==> src/rtl/sysray_drain.sv <==
// sysray_drain: deskews systolic psum columns into rows, accumulates K-tiles per group, buffers finished rows in a FIFO (optional saturation via SYSRAY_DRAIN_SAT_EN)
module sysray_drain #(
  parameter int N          = 4,
  parameter int ACC_WIDTH  = 32,
  parameter int LAT        = 4,
  parameter int FIFO_DEPTH = 4
) (
  input  logic                   clk_i,
  input  logic                   rst_ni,
  input  logic                   issue_valid_i,
  input  logic                   issue_last_i,
  output logic                   issue_ready_o,
  input  logic [N*ACC_WIDTH-1:0] psum_i,
  output logic                   out_valid_o,
  input  logic                   out_ready_i,
  output logic [N*ACC_WIDTH-1:0] out_data_o,
  output logic                   err_o
);
  localparam int S  = LAT + N - 1;
  localparam int AW = $clog2(FIFO_DEPTH);
  localparam int CW = $clog2(S + FIFO_DEPTH + 1);

  logic [S-1:0]           tv, tl;
  logic [ACC_WIDTH-1:0]   row [N];
  logic [ACC_WIDTH-1:0]   acc [N];
  logic [ACC_WIDTH-1:0]   sum [N];
  logic [N-1:0]           clamp;
  logic                   first, strobe, row_last, push, pop, drop, full, sat_err;
  logic [AW:0]            count, count_n;
  logic [AW-1:0]          wp, rp, rp_n;
  logic [N*ACC_WIDTH-1:0] wdata, head_n;
  logic [N*ACC_WIDTH-1:0] mem [FIFO_DEPTH];
  logic [CW-1:0]          pend;

  // tag pipe: stage k (bit k-1) holds the issue made k cycles ago
  always_ff @(posedge clk_i or negedge rst_ni)
    if (!rst_ni) begin
      tv <= '0;
      tl <= '0;
    end else begin
      tv <= S'({tv, issue_valid_i});
      tl <= S'({tl, issue_valid_i & issue_last_i});
    end

  assign strobe   = tv[S-1];
  assign row_last = tl[S-1];

  for (genvar c = 0; c < N; c++) begin : g_col
    logic [ACC_WIDTH-1:0] base;
    if (c == N-1) begin : g_live
      assign row[c] = psum_i[c*ACC_WIDTH +: ACC_WIDTH];
    end else begin : g_dly
      logic [ACC_WIDTH-1:0] ch [N-1-c];
      // capture column c when its tag is at stage LAT+c, then delay it to the row strobe
      always_ff @(posedge clk_i or negedge rst_ni)
        if (!rst_ni) begin
          for (int j = 0; j < N-1-c; j++) ch[j] <= '0;
        end else begin
          if (tv[LAT+c-1]) ch[0] <= psum_i[c*ACC_WIDTH +: ACC_WIDTH];
          for (int j = 1; j < N-1-c; j++) ch[j] <= ch[j-1];
        end
      assign row[c] = ch[N-2-c];
    end
    assign base = first ? '0 : acc[c];
`ifdef SYSRAY_DRAIN_SAT_EN
    logic [ACC_WIDTH:0] wide;
    assign wide     = {base[ACC_WIDTH-1], base} + {row[c][ACC_WIDTH-1], row[c]};
    assign clamp[c] = wide[ACC_WIDTH] ^ wide[ACC_WIDTH-1];
    assign sum[c]   = clamp[c] ? {wide[ACC_WIDTH], {(ACC_WIDTH-1){~wide[ACC_WIDTH]}}} : wide[ACC_WIDTH-1:0];
`else
    assign clamp[c] = 1'b0;
    assign sum[c]   = base + row[c];
`endif
    assign wdata[c*ACC_WIDTH +: ACC_WIDTH] = sum[c];
  end

  assign sat_err     = |clamp;
  assign out_valid_o = count != '0;
  assign full        = count == (AW+1)'(FIFO_DEPTH);
  assign pop         = out_valid_o & out_ready_i;
  assign push        = strobe & row_last & (~full | pop);
  assign drop        = strobe & row_last & full & ~pop;
  assign count_n     = count + (AW+1)'(push) - (AW+1)'(pop);
  assign rp_n        = rp + AW'(pop);
  assign head_n      = (push && wp == rp_n) ? wdata : mem[rp_n];

  // credit: rows already in flight toward the FIFO count against its free space
  always_comb begin
    pend = '0;
    for (int k = 0; k < S; k++) pend = pend + CW'(tl[k]);
  end

  assign issue_ready_o = (CW'(count) + pend) < CW'(FIFO_DEPTH);

  // accumulator, group-start flag and sticky error
  always_ff @(posedge clk_i or negedge rst_ni)
    if (!rst_ni) begin
      for (int c = 0; c < N; c++) acc[c] <= '0;
      first <= 1'b1;
      err_o <= 1'b0;
    end else begin
      if (strobe) begin
        for (int c = 0; c < N; c++) acc[c] <= sum[c];
        first <= row_last;
      end
      err_o <= err_o | drop | (strobe & sat_err);
    end

  // FIFO storage holds no reset state; validity comes from the count
  always_ff @(posedge clk_i)
    if (push) mem[wp] <= wdata;

  // FIFO pointers, count and registered head (holds last popped row when empty)
  always_ff @(posedge clk_i or negedge rst_ni)
    if (!rst_ni) begin
      wp         <= '0;
      rp         <= '0;
      count      <= '0;
      out_data_o <= '0;
    end else begin
      if (push) wp <= wp + 1'b1;
      rp    <= rp_n;
      count <= count_n;
      if (count_n != '0 && (pop || count == '0)) out_data_o <= head_n;
    end
endmodule

==> config.mk <==
export PLATFORM = sky130hd
export DESIGN_NAME = sysray_drain
export DESIGN_NICKNAME = d
export VERILOG_FILES = /design/src/rtl/sysray_drain.sv
export SDC_FILE = /design/constraint.sdc
export NUM_CORES = 2
export LEC_CHECK = 0
export CAP_MARGIN = 20
export CORE_MARGIN = 2
export CORE_UTILIZATION = 52
export CTS_BUF_LIST = sky130_fd_sc_hd__clkbuf_4
export CTS_CLUSTER_SIZE = 14
export DETAILED_ROUTE_END_ITERATION = 10
export PLACE_DENSITY = 0.71
export SLEW_MARGIN = 40
export SYNTH_ARGS = -nofsm -noshare
export SYNTH_HDL_FRONTEND = slang
export SYNTH_SLANG_ARGS = --single-unit
==> constraint.sdc <==
create_clock -name clk_i -period 11.1 [get_ports clk_i]
set_input_delay 1.11 -clock clk_i [delete_from_list [all_inputs] [get_ports clk_i]]
set_output_delay 1.11 -clock clk_i [all_outputs]
set_load 0.01 [all_outputs]
; ---- After elaboration in Yosys (flattened, before gate mapping)
; Memory sizes are Yosys's and may differ from the RTL's. A register that Yosys moved wholly into a read port is not among the register bits.
; Cells that the tools add are included.
[classes]
n_shift = 0
mux = 6
n_div = 0
n_reduce_logical = 6
order_cmp = 1
n_eq_ne = 1
addsub = 15
n_mul = 0
bitwise_logic = 10
[op_table]
columns = op, n
row1 = 32-bit adder, 4
row2 = 32-bit two-way mux, 4
row3 = 4-bit by 1-bit adder with 4-bit output, 3
row4 = 1-bit AND, 6
row5 = 3-bit nonzero test, 2
row6 = 3-bit by 1-bit adder with 4-bit output, 1
row7 = 3-bit by 4-bit adder with 4-bit output, 1
row8 = "4-bit by 3-bit < comparator with 1-bit output, second input constant", 1
row9 = 2-bit by 1-bit adder with 3-bit output, 1
row10 = 3-bit by 1-bit adder with 3-bit output, 1
row11 = "3-bit equality test, second input constant", 1
row12 = 3-bit logical NOT, 1
row13 = 3-bit by 1-bit subtractor with 3-bit output, 1
row14 = 1-bit by 1-bit adder with 2-bit output, 1
row15 = 2-bit by 1-bit adder with 2-bit output, 1
row16 = "2-bit by 1-bit adder with 2-bit output, second input constant", 1
row17 = 1-bit two-way mux, 2
row18 = 1-bit NOT, 2
row19 = 1-bit bitwise OR, 2
row20 = 1-bit logical AND, 1
row21 = 1-bit logical NOT, 1
row22 = 1-bit logical OR, 1
[totals]
ramBits = 512
in_bits = 133
output_inout_bits = 131
romBits = 0
latch_bits = 0
register_bits = 343
memories = 1
[memory_table]
columns = memory, depth, width, read_ports, rd_ports_with_merged_regs, write_ports, line_no
row1 = mem, 4, 128, 1, 1, 1, 32  ; logic [N*ACC_WIDTH-1:0] mem [FIFO_DEPTH];

; ---- Logic depth before layout (Yosys ltp)
[logic_depth]
ltp_word = 8
mapped_depth = 15
depth_no_buf = 13

; ---- Worst setup path after synthesis
; No wires, ideal clock.
[synth_path]
path_kind = in2reg
startpoint = input port out_ready_i
endpoint = memory mem[0][0] (netlist name) (enable)
required_ns = 10.598
setup_time_ns = 0.502
arrival_ns = 4.499
path_stages = 3
path_slack_ns = 6.099
path_buffers = 0
cell_sequence = nor4b_1 -> nor2_1 -> and2_1
[synth_via]
elab_chain_cells = 5
[synth_rtl]
columns = element, line_no
row1 = start: declaration, 15  ; input logic out_ready_i,
row2 = 1-bit AND, 80  ; assign pop = out_valid_o & out_ready_i;
row3 = 1-bit bitwise OR, 81  ; assign push = strobe & row_last & (~full | pop);
row4 = 1-bit AND, 81
row5 = net push, 28  ; logic first, strobe, row_last, push, pop, drop, full, sat_err;
row6 = 1-bit two-way mux, 111  ; if (push) mem[wp] <= wdata;
row7 = 1-bit two-way mux (not written as such), 111
row8 = end: declaration, 32
; The timed path passes the listed nets, and every way through them passes these cells.

; ---- Worst setup path after layout
[layout_path]
startpoint = register tl[0]
endpoint = output port issue_ready_o
[layout_via]
elab_chain_cells = 8
[layout_rtl]
columns = element, line_no
row1 = start: declaration, 23  ; logic [S-1:0] tv, tl;
row2 = start signal: assignment, 42  ; tl <= S'({tl, issue_valid_i & issue_last_i});
row3 = 1-bit by 1-bit adder with 2-bit output, 90  ; for (int k = 0; k < S; k++) pend = pend + CW'(tl[k]);
row4 = 2-bit by 1-bit adder with 3-bit output, 90
row5 = 3-bit by 1-bit adder with 4-bit output, 90
row6 = 4-bit by 1-bit adder with 4-bit output (3 in series), 90
row7 = 3-bit by 4-bit adder with 4-bit output, 93  ; assign issue_ready_o = (CW'(count) + pend) < CW'(FIFO_DEPTH);
row8 = 4-bit by 3-bit < comparator with 1-bit output, 93
row9 = end: declaration, 12  ; output logic issue_ready_o,
; Every way passes these cells.

==> metrics.yaml <==
detailed_routing:
  drtIter0Drc: 1906
  drtPass1Iterations: 7
  wl_met1_um: 42600
  wl_met2_um: 52730
  via_count: 27778
  wl_per_cell_um: 21.89
  routed_via_density: 5.798
  ant_nets: 0
  route.met3.wl_um: 6347
  top_layer: "met4"
  routed_wl_um: 104900
  drc: 0
global_route:
  grt.overflow.total: 0
  grt_max_degree: 112
  antenna_found_initial: 3
  grt_pass1_vias: 29652
  grtUsageTotal_pct: 24.97
  grt_pass1_wl_um: 164300
clock_tree:
  post_cts_resized: 0
  clkTransAtPathRegs_ps: 70
  clockBufferDepth: 4
  htree_levels: 5
  cts-buffers-inserted: 280
  post_cts_buffers: 0
  cts.sink_count: 983
  cts_hold_buf: 1
  cts_root_buf: "clkbuf_4"
  insertion_delay_ps: 1110
  cts_tree: "done"
timing:
  skew_ps: 106.1
  fmax_ghz: 0.1864
  setup_viol: 0
  setup_tns_ps: 0
  slew_violations: 0
  fin_crit_sh_pct: 48.34
  rsz0062_at_grt: "no"
  whs_ps: 333.8
  finalCriticalPeriod_ps: 5366
  slew_headroom_pct: 43.25
  tightest_slew_ps: 851.3
  finalHoldViolCount: 0
synthesis:
  ys_ff_latch: 983
  syn_area_um2: 43240
  synthCells: 3083
  synthArstFlopShare_pct: 47.91
  synth_nets: 3360
  synth_edf_count: 512
  ys_types: 77
  synth_area_leaders: "edfxtp_1 36%, dfrtp_1 27%, mux4_2 6.6%"
  avgSynthCellArea_um2: 14.03
  synth_top_area_share_pct: 35.55
  ys_seq_area_share_pct: 62.81
  synth_ff_type: "edfxtp_1"
  synth_warnings: 0
  yosysTopAreaCell: "edfxtp_1"
placed_design:
  placed_area_um2: 47050
  dp_hpwl_um: 65430
  gp_congestion: 0.8904
  placed_cells: 4298
  port_buffers: 263
power_and_ir_drop:
  power_frac_comb_pct: 42.5
  power.clock.fraction_pct: 21.0
  p_leak_nw: 19.84
  switching_share_pct: 36.26
  pwr-share-seq_pct: 36.5
  power_switching_mw: 5.658
  intPower_mw: 9.947
  ir_worst_vdd_uv: 273.4
  power_density_nw_per_um2: 307.9
finish:
  nets: 3791
  final_cell_mix: "512 x edfxtp_1, 468 x dfrtp_1, 414 x clkbuf_4"
  layout.cells.non_filler: 4791
  drive_above_1_share_pct: 22.43
  syn2layout_area_growth_pct: 17.18
  layout_commonest_cell: "edfxtp_1"
  fin_area_um2: 50670
floorplanning:
  core_um2: 82240
  floorplan.io_pins: 264
  initial_core_util_pct: 52.58
  dieArea_um2: 85480
  die_h_um: 292.4
  rows: 105
  die_w_um: 292.4
outcome:
  status: "finished clean"
worst_setup_path:
  crit_type: "reg -> out"
  cp_max_fo: 2
  cp-start-kind: "flip-flop"
  crit_path_end_kind: "primary output"
  arrival_ps: 4260
  critPathRequiredTime_ps: 9990
min_path:
  hold_class: "reg -> reg"
job:
  drv_cap: 0
-- Yosys cell counts, types with 13 or more instances --
master and count:
xor2_1 29, nand3_1 31, and3_1 38, nor2_1 177, dfrtp_1 470, and2_1 13, a21oi_1 174, mux2_2 208
buf_1 30, a211oi_1 17, nand2_1 237, a221o_1 23, nor3_1 23, mux4_2 127, edfxtp_1 512, ha_1 136
a21o_1 70, clkbuf_1 113, nor2b_1 135, o21bai_1 23, a31oi_1 90, o21a_1 23, o21ai_0 80, inv_1 63
nand2b_1 14, xnor2_1 87
-- final cells by class --
type                       instances  area [um2]
fill                            6321       31570
sequential                       983       27170
multi-input combinational       1889       15390
clock buffer                     414        3108
timing repair buffer             297        3008
tap                             1070        1339
clock inverter                    73       416.7
inverter                          63       236.5
antenna                            2       5.005
-- sequential cells by signal (all words and copies together) (netlist names) --
| signal | flops |
|---|---|
| acc | 128 |
| count | 3 |
| err_o | 1 |
| first | 1 |
| g_col.g_dly.ch | 192 |
| mem | 512 |
| out_data_o | 128 |
| rp | 2 |
| tl | 7 |
| tv | 7 |
| wp | 2 |
-- per-stage QoR --
stage	setup slack, ps	util, %	total power [mW]
6_report	5734	61.62	15.60
5_1_grt	5453	61.62	16.63
4_1_cts	5565	61.50	15.73
3_5_place_dp	5308	57.21	12.37
3_3_place_gp	5100	57.14	12.08
2_1_floorplan	6099	-	10.17
-- layer usage --
metal / vias to the layer above / global-route usage (%)
met5: - / 0
met4: 0 / 11.48
met3: 212 / 5.175
met2: 905 / 42.07
met1: 14105 / 31.20
li1: 12556 / -
-- critical path, cell delays in order, from the launching register on --
cell and delay, ps:
dfrtp_1 400, fa_1 530, inv_1 50, fa_1 480, inv_1 50, fa_1 360, ha_1 300, a31oi_1 180
nand2_1 70, o22ai_1 170, clkdlybuf4s50_1 560
-- worst paths after layout --
| check | from | endpoint | slack [ps] | cells past startpoint |
|---|---|---|---|---|
| worst max-delay path | tl[0] | issue_ready_o | 5730 | 10 |
| worst min register to register | g_col[0].g_dly.ch[62] | g_col[0].g_dly.ch[30] | 330 | 0 |
| worst min-delay path | g_col[0].g_dly.ch[62] | g_col[0].g_dly.ch[30] | 330 | 0 |
| max in group asynchronous | rst_ni | g_col[0].g_dly.ch[49] | 8850 | 4 |
| worst max register to register | first | out_data_o[62] | 5970 | 12 |
| min in group asynchronous | rst_ni | out_data_o[30] | 500 | 2 |
-- power by group through the flow --
stage | registers, mW | clock network (mW) | logic [mW]
after floorplan | 5.67 | 0 | 4.50
after global placement | 5.74 | 0 | 6.34
after detailed placement | 5.77 | 0 | 6.61
after CTS | 5.71 | 3.39 | 6.63
after global routing | 5.77 | 3.59 | 7.27
final | 5.69 | 3.28 | 6.63
-- cells by family (layout without fill, tap and decap cells) --
| kind of cell | Yosys count | after routing | synth area share (%) |
|---|---|---|---|
| flip-flops | 983 | 983 | 62.81 |
| AND/OR/NAND/NOR | 711 | 711 | 7.835 |
| AO/OA/AOI/OAI | 581 | 581 | 8.776 |
| multiplexers | 337 | 337 | 12.08 |
| buffers and inverters | 211 | 847 | 1.846 |
| adder cells (fa/ha/maj) | 144 | 144 | 4.305 |
| XOR/XNOR | 116 | 116 | 2.349 |
| other | 0 | 2 | 0 |
Note: power is estimated with default switching activity, not from simulation.
